<file path="src/rtl/ahblite_lcd8080_ctrl_if.sv">
// AHB-Lite slave-side bus bundle for the 8080 LCD controller.
interface ahblite_lcd8080_ctrl_if;
    logic        HSEL;
    logic [31:0] HADDR;
    logic [1:0]  HTRANS;
    logic [2:0]  HSIZE;
    logic [3:0]  HPROT;
    logic        HWRITE;
    logic [31:0] HWDATA;
    logic        HREADY;
    logic        HREADYOUT;
    logic [31:0] HRDATA;
    logic        HRESP;

    modport master (
        output HSEL, HADDR, HTRANS, HSIZE, HPROT, HWRITE, HWDATA, HREADY,
        input  HREADYOUT, HRDATA, HRESP
    );

    modport slave (
        input  HSEL, HADDR, HTRANS, HSIZE, HPROT, HWRITE, HWDATA, HREADY,
        output HREADYOUT, HRDATA, HRESP
    );
endinterface

</file>
<file path="src/rtl/ahblite_lcd8080_ctrl.sv">
// AHB-Lite slave feeding a write FIFO that a strobe FSM drains onto an 8080-style LCD bus.
module ahblite_lcd8080_ctrl #(
    parameter int DATA_W      = 16,
    parameter int FIFO_DEPTH  = 8,
    parameter int WR_LOW_RST  = 2,
    parameter int WR_HIGH_RST = 2
) (
    input  logic              HCLK,
    input  logic              HRESETn,
    ahblite_lcd8080_ctrl_if.slave ahb,
    output logic              LCD_CS,
    output logic              LCD_RS,
    output logic              LCD_WR,
    output logic              LCD_RD,
    output logic              LCD_RST,
    output logic              LCD_BL_CTR,
    output logic [DATA_W-1:0] LCD_DATA
);
    localparam int AW = $clog2(FIFO_DEPTH);
    localparam logic [AW:0] FULL_LVL = (AW+1)'(FIFO_DEPTH);

    typedef enum logic [1:0] {S_IDLE, S_LOW, S_HIGH} state_t;

    state_t          state, state_nxt;
    logic [2:0]      addr_q;
    logic            wr_q, sel_q;
    logic [2:0]      ctrl_q;
    logic [7:0]      wr_low, wr_high, cnt;
    logic            ovf;
    logic [DATA_W:0] mem [FIFO_DEPTH];
    logic [AW:0]     wptr, rptr, level;
    logic            full, empty, busy, en;
    logic            wr_en, push_req, push, pop, flush, load_low, load_high;
    logic [31:0]     rdata;
    logic            unused_ok;

    function automatic logic [7:0] nz(input logic [7:0] v);
        return (v == 8'd0) ? 8'd1 : v;
    endfunction

    assign unused_ok = ^{ahb.HSIZE, ahb.HPROT, ahb.HADDR, ahb.HWDATA};

    always_ff @(posedge HCLK or negedge HRESETn) begin
        if (!HRESETn) begin
            sel_q  <= 1'b0;
            wr_q   <= 1'b0;
            addr_q <= '0;
        end else if (ahb.HREADY) begin
            sel_q  <= ahb.HSEL & ahb.HTRANS[1];
            wr_q   <= ahb.HWRITE;
            addr_q <= ahb.HADDR[4:2];
        end
    end

    assign wr_en    = sel_q & wr_q;
    assign push_req = wr_en & (addr_q == 3'd0 || addr_q == 3'd1);
    assign flush    = wr_en & (addr_q == 3'd2) & ahb.HWDATA[3];
    assign level    = wptr - rptr;
    assign full     = (level == FULL_LVL);
    assign empty    = (level == '0);
    // Full is judged before any same-cycle pop; flush takes priority over a push.
    assign push     = push_req & ~full & ~flush;
    assign en       = ctrl_q[2];
    assign busy     = (state != S_IDLE) | ~empty;

    always_ff @(posedge HCLK or negedge HRESETn) begin
        if (!HRESETn) begin
            ctrl_q  <= '0;
            wr_low  <= 8'(WR_LOW_RST);
            wr_high <= 8'(WR_HIGH_RST);
            ovf     <= 1'b0;
        end else begin
            if (wr_en && addr_q == 3'd2) ctrl_q <= ahb.HWDATA[2:0];
            if (wr_en && addr_q == 3'd3) begin
                wr_low  <= ahb.HWDATA[7:0];
                wr_high <= ahb.HWDATA[15:8];
            end
            if (push_req && full && !flush) ovf <= 1'b1;
            else if (wr_en && addr_q == 3'd4 && ahb.HWDATA[3]) ovf <= 1'b0;
        end
    end

    always_ff @(posedge HCLK) begin
        if (push) mem[wptr[AW-1:0]] <= {addr_q[0], ahb.HWDATA[DATA_W-1:0]};
    end

    always_ff @(posedge HCLK or negedge HRESETn) begin
        if (!HRESETn) begin
            wptr <= '0;
            rptr <= '0;
        end else if (flush) begin
            rptr <= wptr;
        end else begin
            if (push) wptr <= wptr + 1'b1;
            if (pop)  rptr <= rptr + 1'b1;
        end
    end

    always_ff @(posedge HCLK or negedge HRESETn) begin
        if (!HRESETn) state <= S_IDLE;
        else          state <= state_nxt;
    end

    always_comb begin
        state_nxt = state;
        pop       = 1'b0;
        load_low  = 1'b0;
        load_high = 1'b0;
        case (state)
            S_IDLE: if (en && !empty) begin
                state_nxt = S_LOW;
                pop       = 1'b1;
                load_low  = 1'b1;
            end
            S_LOW: if (cnt <= 8'd1) begin
                state_nxt = S_HIGH;
                load_high = 1'b1;
            end
            S_HIGH: if (cnt <= 8'd1) begin
                if (en && !empty) begin
                    state_nxt = S_LOW;
                    pop       = 1'b1;
                    load_low  = 1'b1;
                end else begin
                    state_nxt = S_IDLE;
                end
            end
            default: state_nxt = S_IDLE;
        endcase
    end

    always_comb begin
        LCD_CS = (state == S_IDLE);
        LCD_WR = (state != S_LOW);
    end

    always_ff @(posedge HCLK or negedge HRESETn) begin
        if (!HRESETn) begin
            cnt      <= '0;
            LCD_RS   <= 1'b0;
            LCD_DATA <= '0;
        end else begin
            if (load_low)       cnt <= nz(wr_low);
            else if (load_high) cnt <= nz(wr_high);
            else if (cnt != 8'd0) cnt <= cnt - 8'd1;
            if (pop) {LCD_RS, LCD_DATA} <= mem[rptr[AW-1:0]];
        end
    end

    always_comb begin
        rdata = '0;
        case (addr_q)
            3'd2: rdata[2:0]  = ctrl_q;
            3'd3: rdata[15:0] = {wr_high, wr_low};
            3'd4: begin
                rdata[0]    = busy;
                rdata[1]    = full;
                rdata[2]    = empty;
                rdata[3]    = ovf;
                rdata[15:8] = 8'(level);
            end
            default: rdata = '0;
        endcase
    end

    assign ahb.HRDATA    = rdata;
    assign ahb.HREADYOUT = 1'b1;
    assign ahb.HRESP     = 1'b0;
    assign LCD_RD        = 1'b1;
    assign LCD_RST       = ctrl_q[0];
    assign LCD_BL_CTR    = ctrl_q[1];
endmodule

</file>
<file path="src/flat_wrapper.sv">
// flat-port wrapper written by rule: the top's interface ports become plain ports
module ahblite_lcd8080_ctrl_flat 
#(
    parameter int DATA_W      = 16,
    parameter int FIFO_DEPTH  = 8,
    parameter int WR_LOW_RST  = 2,
    parameter int WR_HIGH_RST = 2
)
  (HCLK, HRESETn, LCD_CS, LCD_RS, LCD_WR, LCD_RD, LCD_RST, LCD_BL_CTR, LCD_DATA, ahb_HSEL, ahb_HADDR, ahb_HTRANS, ahb_HSIZE, ahb_HPROT, ahb_HWRITE, ahb_HWDATA, ahb_HREADY, ahb_HREADYOUT, ahb_HRDATA, ahb_HRESP);
  ahblite_lcd8080_ctrl_if ahb_i ();
  input  logic HCLK;
  input  logic HRESETn;
  output logic LCD_CS;
  output logic LCD_RS;
  output logic LCD_WR;
  output logic LCD_RD;
  output logic LCD_RST;
  output logic LCD_BL_CTR;
  output logic [DATA_W-1:0] LCD_DATA;
  input wire logic [$bits(ahb_i.HSEL)-1:0] ahb_HSEL;
  input wire logic [$bits(ahb_i.HADDR)-1:0] ahb_HADDR;
  input wire logic [$bits(ahb_i.HTRANS)-1:0] ahb_HTRANS;
  input wire logic [$bits(ahb_i.HSIZE)-1:0] ahb_HSIZE;
  input wire logic [$bits(ahb_i.HPROT)-1:0] ahb_HPROT;
  input wire logic [$bits(ahb_i.HWRITE)-1:0] ahb_HWRITE;
  input wire logic [$bits(ahb_i.HWDATA)-1:0] ahb_HWDATA;
  input wire logic [$bits(ahb_i.HREADY)-1:0] ahb_HREADY;
  output wire logic [$bits(ahb_i.HREADYOUT)-1:0] ahb_HREADYOUT;
  output wire logic [$bits(ahb_i.HRDATA)-1:0] ahb_HRDATA;
  output wire logic [$bits(ahb_i.HRESP)-1:0] ahb_HRESP;
  assign ahb_i.HSEL = ahb_HSEL;
  assign ahb_i.HADDR = ahb_HADDR;
  assign ahb_i.HTRANS = ahb_HTRANS;
  assign ahb_i.HSIZE = ahb_HSIZE;
  assign ahb_i.HPROT = ahb_HPROT;
  assign ahb_i.HWRITE = ahb_HWRITE;
  assign ahb_i.HWDATA = ahb_HWDATA;
  assign ahb_i.HREADY = ahb_HREADY;
  assign ahb_HREADYOUT = ahb_i.HREADYOUT;
  assign ahb_HRDATA = ahb_i.HRDATA;
  assign ahb_HRESP = ahb_i.HRESP;
  ahblite_lcd8080_ctrl #(.DATA_W(DATA_W), .FIFO_DEPTH(FIFO_DEPTH), .WR_LOW_RST(WR_LOW_RST), .WR_HIGH_RST(WR_HIGH_RST)) u_core (.HCLK(HCLK), .HRESETn(HRESETn), .ahb(ahb_i), .LCD_CS(LCD_CS), .LCD_RS(LCD_RS), .LCD_WR(LCD_WR), .LCD_RD(LCD_RD), .LCD_RST(LCD_RST), .LCD_BL_CTR(LCD_BL_CTR), .LCD_DATA(LCD_DATA));
endmodule
</file>
<file path="config.mk">
export PLATFORM = sky130hd
export DESIGN_NAME = ahblite_lcd8080_ctrl_flat
export DESIGN_NICKNAME = d
export VERILOG_FILES = /design/src/rtl/ahblite_lcd8080_ctrl_if.sv /design/src/rtl/ahblite_lcd8080_ctrl.sv /design/src/flat_wrapper.sv
export SDC_FILE = /design/constraint.sdc
export NUM_CORES = 1
export LEC_CHECK = 0
export CORE_MARGIN = 5
export CORE_UTILIZATION = 45
export DETAILED_ROUTE_END_ITERATION = 12
export PLACE_DENSITY = 0.69
export SYNTH_ARGS = -nofsm -noshare
export SYNTH_HDL_FRONTEND = slang
export SYNTH_SLANG_ARGS = --single-unit
export TNS_END_PERCENT = 10
</file>
<file path="constraint.sdc">
create_clock -name HCLK -period 6.23 [get_ports HCLK]
set_clock_uncertainty 0.2 [all_clocks]
set_input_delay 1.246 -clock HCLK [delete_from_list [all_inputs] [get_ports HCLK]]
set_output_delay 1.246 -clock HCLK [all_outputs]
set_load 0.03 [all_outputs]
</file>
# Word level (Yosys, flattened, before mapping)
# Memory sizes are Yosys's and may differ from the RTL's. A register that Yosys moved wholly into a read port is not among the register bits.
# Cells that the tools add are included.
[totals]
in_bits = 78
reg_bits = 43
memories = 1
word_cells = 87
out_inout_bits = 56
ramBits = 136
[op_classes]
n_lt_le_gt_ge = 1
n_bitwise = 11
n_addsub = 4
n_mux = 25
eq_ne = 11
n_reduce_logical = 23
[mem_list]
columns = ["memory", "words", "width", "rd", "rd_ports_with_merged_regs", "write_ports", "line", "text"]
rows = [
  ["u_core.mem", 8, 17, 1, 1, 1, "ahblite_lcd8080_ctrl.sv:30", "logic [DATA_W:0] mem [FIFO_DEPTH];"],
]
[ops]
columns = ["op", "n"]
rows = [
  ["2-to-1 mux 8 bit", 5],
  ["zero test 8 bit", 2],
  ["one-hot mux 8 bit (2 select lines)", 1],
  ["2-to-1 mux 4 bit", 3],
  ["2-to-1 mux 1 bit", 9],
  ["one-hot mux 3 bit (3 select lines)", 1],
  ["adder 4 x 1 -> 4 bit (second input constant)", 2],
  ["<= comparator 8 x 1 -> 1 bit (second input constant)", 1],
  ["!= test 2 x 1 -> 1 bit (second input constant)", 4],
  ["nonzero test 8 bit", 1],
  ["subtractor 8 x 1 -> 8 bit (second input constant)", 1],
  ["AND 1 bit", 7],
  ["logical AND 1 bit", 7],
  ["== test 3 x 2 -> 1 bit (second input constant)", 2],
  ["2-to-1 mux 2 bit", 3],
  ["one-hot mux 2 bit (3 select lines)", 1],
  ["nonzero test 2 bit", 3],
  ["== test 4 bit (second input constant)", 1],
  ["zero test 4 bit", 1],
  ["one-hot mux 1 bit (2 select lines)", 2],
  ["subtractor 4 bit", 1],
  ["== test 3 x 1 -> 1 bit (second input constant)", 1],
  ["== test 3 bit (second input constant)", 1],
  ["zero test 1 bit", 3],
  ["10 further kinds", 12],
]

# Depth between registers and ports, before layout
[depth]
depth_word = 9
ltp_mapped = 11

# Worst setup path before layout
# Ideal clock, no wire load.
[synth_path]
kind = "reg-to-reg"
from = "reg u_core.rptr[1]"
to = "mem u_core.mem[2][0] (netlist bit), enable pin"
synth_period_minus_slack_ns = 4.748
n_path_buf = 2
t_arrival_ns = 4.106
stages_incl_launch_ff = 10
setup_slack_ns = 1.482
path_cell_list = "dfrtp_1 clkbuf_1 clkbuf_1 inv_1 ha_1 and3b_1 or3_1 nand3_1 nand2b_1 nor4b_1"
[synth_via]
elab_chain_cells = 7
[synth_rtl]
columns = ["element", "line", "text"]
rows = [
  ["from (decl)", "ahblite_lcd8080_ctrl.sv:31", "logic [AW:0] wptr, rptr, level;"],
  ["from (signal assigned)", "ahblite_lcd8080_ctrl.sv:92", "rptr <= wptr;"],
  ["from (signal assigned)", "ahblite_lcd8080_ctrl.sv:95", "if (pop) rptr <= rptr + 1'b1;"],
  ["subtractor 4 bit", "ahblite_lcd8080_ctrl.sv:58", "assign level = wptr - rptr;"],
  ["== test 4 bit", "ahblite_lcd8080_ctrl.sv:59", "assign full = (level == FULL_LVL);"],
  ["inverter 1 bit", "ahblite_lcd8080_ctrl.sv:62", "assign push = push_req & ~full & ~flush;"],
  ["AND 1 bit (2 in a row)", "ahblite_lcd8080_ctrl.sv:62", ""],
  ["2-to-1 mux 1 bit", "ahblite_lcd8080_ctrl.sv:84", "if (push) mem[wptr[AW-1:0]] <= {addr_q[0], ahb.HWDATA[DATA_W-1:0]};"],
  ["2-to-1 mux 1 bit (implied by the code)", "ahblite_lcd8080_ctrl.sv:84", ""],
  ["to (decl)", "ahblite_lcd8080_ctrl.sv:30", ""],
]
# No other way between the ends.

# Worst setup path in the final report
[layout_path]
from = "reg u_core.wptr[0]"
to = "out ahb_HRDATA[0]"
[layout_via]
elab_chain_cells = 5
[layout_rtl]
columns = ["element", "line", "text"]
rows = [
  ["from (decl)", "ahblite_lcd8080_ctrl.sv:31", ""],
  ["from (signal assigned)", "ahblite_lcd8080_ctrl.sv:94", "if (push) wptr <= wptr + 1'b1;"],
  ["subtractor 4 bit", "ahblite_lcd8080_ctrl.sv:58", ""],
  ["zero test 4 bit", "ahblite_lcd8080_ctrl.sv:60", "assign empty = (level == '0);"],
  ["inverter 1 bit", "ahblite_lcd8080_ctrl.sv:64", "assign busy = (state != S_IDLE) | ~empty;"],
  ["OR 1 bit", "ahblite_lcd8080_ctrl.sv:64", ""],
  ["one-hot mux 3 bit (3 select lines)", "ahblite_lcd8080_ctrl.sv:152", "case (addr_q)"],
  ["to (decl)", "flat_wrapper.sv:29", "output wire logic [$bits(ahb_i.HRDATA)-1:0] ahb_HRDATA;"],
]
# No other way between the ends.

==> reports/qor.txt <==
Status: finished, final reports clean
Worst Path Required: 4.78 ns
Syn avg cell area: 15.5 sq um
Critical Path Max Stage Delay: 0.59 ns
DRT Pass-1 Iters: 5
Most frequent cells in the layout: edfxtp_1, clkdlybuf4s50_1, dfrtp_1
Clock buffer depth: 2
Largest net degree at the start of global routing: 61
Die Area: 21300 sq um
WL per Instance: 21.9 um
Gpl congestion: 0.807
Final period util: 81.6%
Least-Margin Pin Slew: 1.03 ns
# fillers: 1440
R2R cell count: 10
Row count: 49
Dpl cells: 812
Worst flop-to-flop path startpoint: u_core.wptr[0]
Overall routed net length: 18.4 mm
Die height: 146 um
Fin crit period: 5.08 ns
Achievable Freq: 197 MHz
HPWL Detailed: 11.5 mm
Final Hold Vio Count: 0
IO Port Bufs: 61
CTS H-tree depth: 4
Remaining antenna violation count after routing: 0
Netlist cell types: 54
Die width: 146 um
Most numerous cell on the critical path: inv_1
Critical Path Source Type: register
Layout cells sized above 1: 20.7%
Yosys warning total: 0
Worst hold path type: register to register
Worst setup startpoint: u_core.wptr[0]
Synth async-reset ratio: 30.6%
DR DRC count: 0
Max transition margin: 31.0%
Layout area overhead: 17.4%
Reg area: 5590 sq um
Commonest non-fill, non-tap cell in the layout: edfxtp_1
CP Cell Sequence: inv_1 > ha_1 > inv_1 > fa_1 > xor2_1 > nor3b_1 > a21boi_2 > a21oi_1 > a31o_2 > clkdlybuf4s50_1
Seq/Total Area, Yosys: 67.3%
Core area: 18100 sq um
Via Count: 4864
CP Capture Type: output port
Clock Sinks: 196
TritonCTS clock tree: yes
EDFF count, synth: 136
Max-cap viol count: 0
Initial antenna violation count: 0
First-pass GRT wire length: 29.2 mm
Ant diodes: 0
GRT Residual Overflow: 0
Setup Buffers After CTS: 0
Multi-input gate area: 2540 sq um
Clock Latency Late Sink: 0.42 ns
Final net count: 689
Slew Viols, Final: 0
Crit-path max FO: 9
Crit Reg-Reg Endpoint: u_core.mem[6][4]
Worst setup path endpoint: ahb_HRDATA[0]
Cell taking the most area after synthesis: edfxtp_1
FF-to-FF setup slack: 2.14 ns
Yosys top cell area share: 49.2%
Final setup viols: 0
Post_cts resized: 0
Vias in the first global route: 5063
Total I/O pin count: 134
Cell area after synthesis: 8300 sq um
RSZ-0062 raised after global routing: no
Cts hold-fix bufs: 0
DRT iter0 DRCs: 382
Clk root buf: clkbuf_16
Clk slew on worst S/H paths: 0.07 ns
Leak: 0.00346 uW
Critical path class: register to output port
Total GRT Usage: 17.9%
Pwr/cell area: 440 nW/um^2
Max VDD drop: 274 uV
Post-route insts no fill: 844
CP max stage cell: clkdlybuf4s50_1
Initial Utilization: 45.9%
Top FF cell, synth: edfxtp_1
#FFs+latches synth: 196
Setup_tns: 0 ns
Critical path arrival: 3.64 ns
Post-Syn Instances: 537
Routed vias/inst: 5.76
CTS Buf Count: 17
Synth top area cells: edfxtp_1, dfrtp_1, mux4_2
per-layer routing:
layer  vias up  global-route usage, %  wire length [um]
met4         0                   4.27               183
met5         -                      0                 0
li1       2157                      -                 -
met2       187                   29.2              9010
met3        20                   4.45              1200
met1      2500                   24.4              8060
report_power, final:
part           leakage, uW  switching, uW  internal (uW)
sequential         0.00194            186           1570
combinational      0.00125            836            649
clock             0.000270            478            568
total              0.00346           1500           2790
sequential cells by signal (all words and copies together), names as in the netlist, 2 cells and up:
| name | flops |
|---|---|
| u_core.LCD_DATA | 16 |
| u_core.addr_q | 3 |
| u_core.cnt | 8 |
| u_core.ctrl_q | 3 |
| u_core.mem | 136 |
| u_core.rptr | 4 |
| u_core.state | 2 |
| u_core.wptr | 4 |
| u_core.wr_high | 8 |
| u_core.wr_low | 8 |
worst max-delay path: cells and delay by family (launching register included):
| family | cells | cell delay, ns |
|---|---|---|
| adders and majority gates | 2 | 0.65 |
| xor gates and xnor gates | 1 | 0.17 |
| DFF | 1 | 0.52 |
| buffers and inverters | 3 | 0.93 |
| AOI/OAI and AO/OA | 3 | 0.58 |
| and+or+nand+nor | 1 | 0.36 |
worst min path at each step:
stage | startpoint | to | cells after the start
CTS | u_core.ovf | u_core.ovf | 2
floorplan | u_core.ovf | u_core.ovf | 2
global placement | u_core.ovf | u_core.ovf | 2
global route | u_core.ovf | u_core.ovf | 2
detailed placement | u_core.ovf | u_core.ovf | 2
finish | u_core.wptr[3] | u_core.wptr[3] | 1
layout make-up:
type                            count  share of cell area (%)
Clock buffer                       19                    4.55
Inverter                           12                   0.462
Multi-Input combinational cell    300                    26.1
Tap cell                          229                    2.94
Timing Repair Buffer               75                    7.30
Sequential cell                   196                    57.4
Clock inverter                     13                    1.27
cell families after synthesis:
family | Yosys count | share of synthesized area, %
AND/OR/NAND/NOR | 118 | 7.24
multiplexers | 59 | 12.6
buffers and inverters | 58 | 3.62
other | 2 | 0.0905
XOR/XNOR | 10 | 1.06
AO/OA/AOI/OAI | 85 | 6.59
adder cells (fa/ha/maj) | 9 | 1.45
flip-flops | 196 | 67.3
Yosys cell counts (3+ instances only):
master,number
a21oi_1,27
a22o_1,3
a2bb2oi_1,6
a31o_2,4
a31oi_1,23
and2_1,9
buf_2,9
buf_4,19
clkbuf_1,17
dfrtp_1,58
edfxtp_1,136
ha_1,8
inv_1,12
mux2_2,25
mux4_2,34
nand2_1,52
nand3_1,4
nor2_1,12
nor3_1,13
nor4_1,4
o21ai_0,7
o31ai_1,3
or3_1,4
xnor2_1,6
xor2_1,4
stage by stage:
| step | utilization, % | total power, uW | area [sq um] | setup WS [ns] | hold slack (ns) |
|---|---|---|---|---|---|
| CTS | 53.8 | 4320 | 9740 | 1.12 | 0.322 |
| global route | 53.8 | 4510 | 9740 | 0.921 | 0.352 |
| finish | 53.8 | 4290 | 9740 | 1.15 | 0.341 |
| global placement | 50.7 | 3240 | 9170 | 1.64 | 0.285 |
| detailed placement | 50.7 | 3270 | 9170 | 1.61 | 0.306 |
| floorplan | - | 2780 | 8360 | 1.48 | 0.268 |
Power figures use the tool's default switching activity.
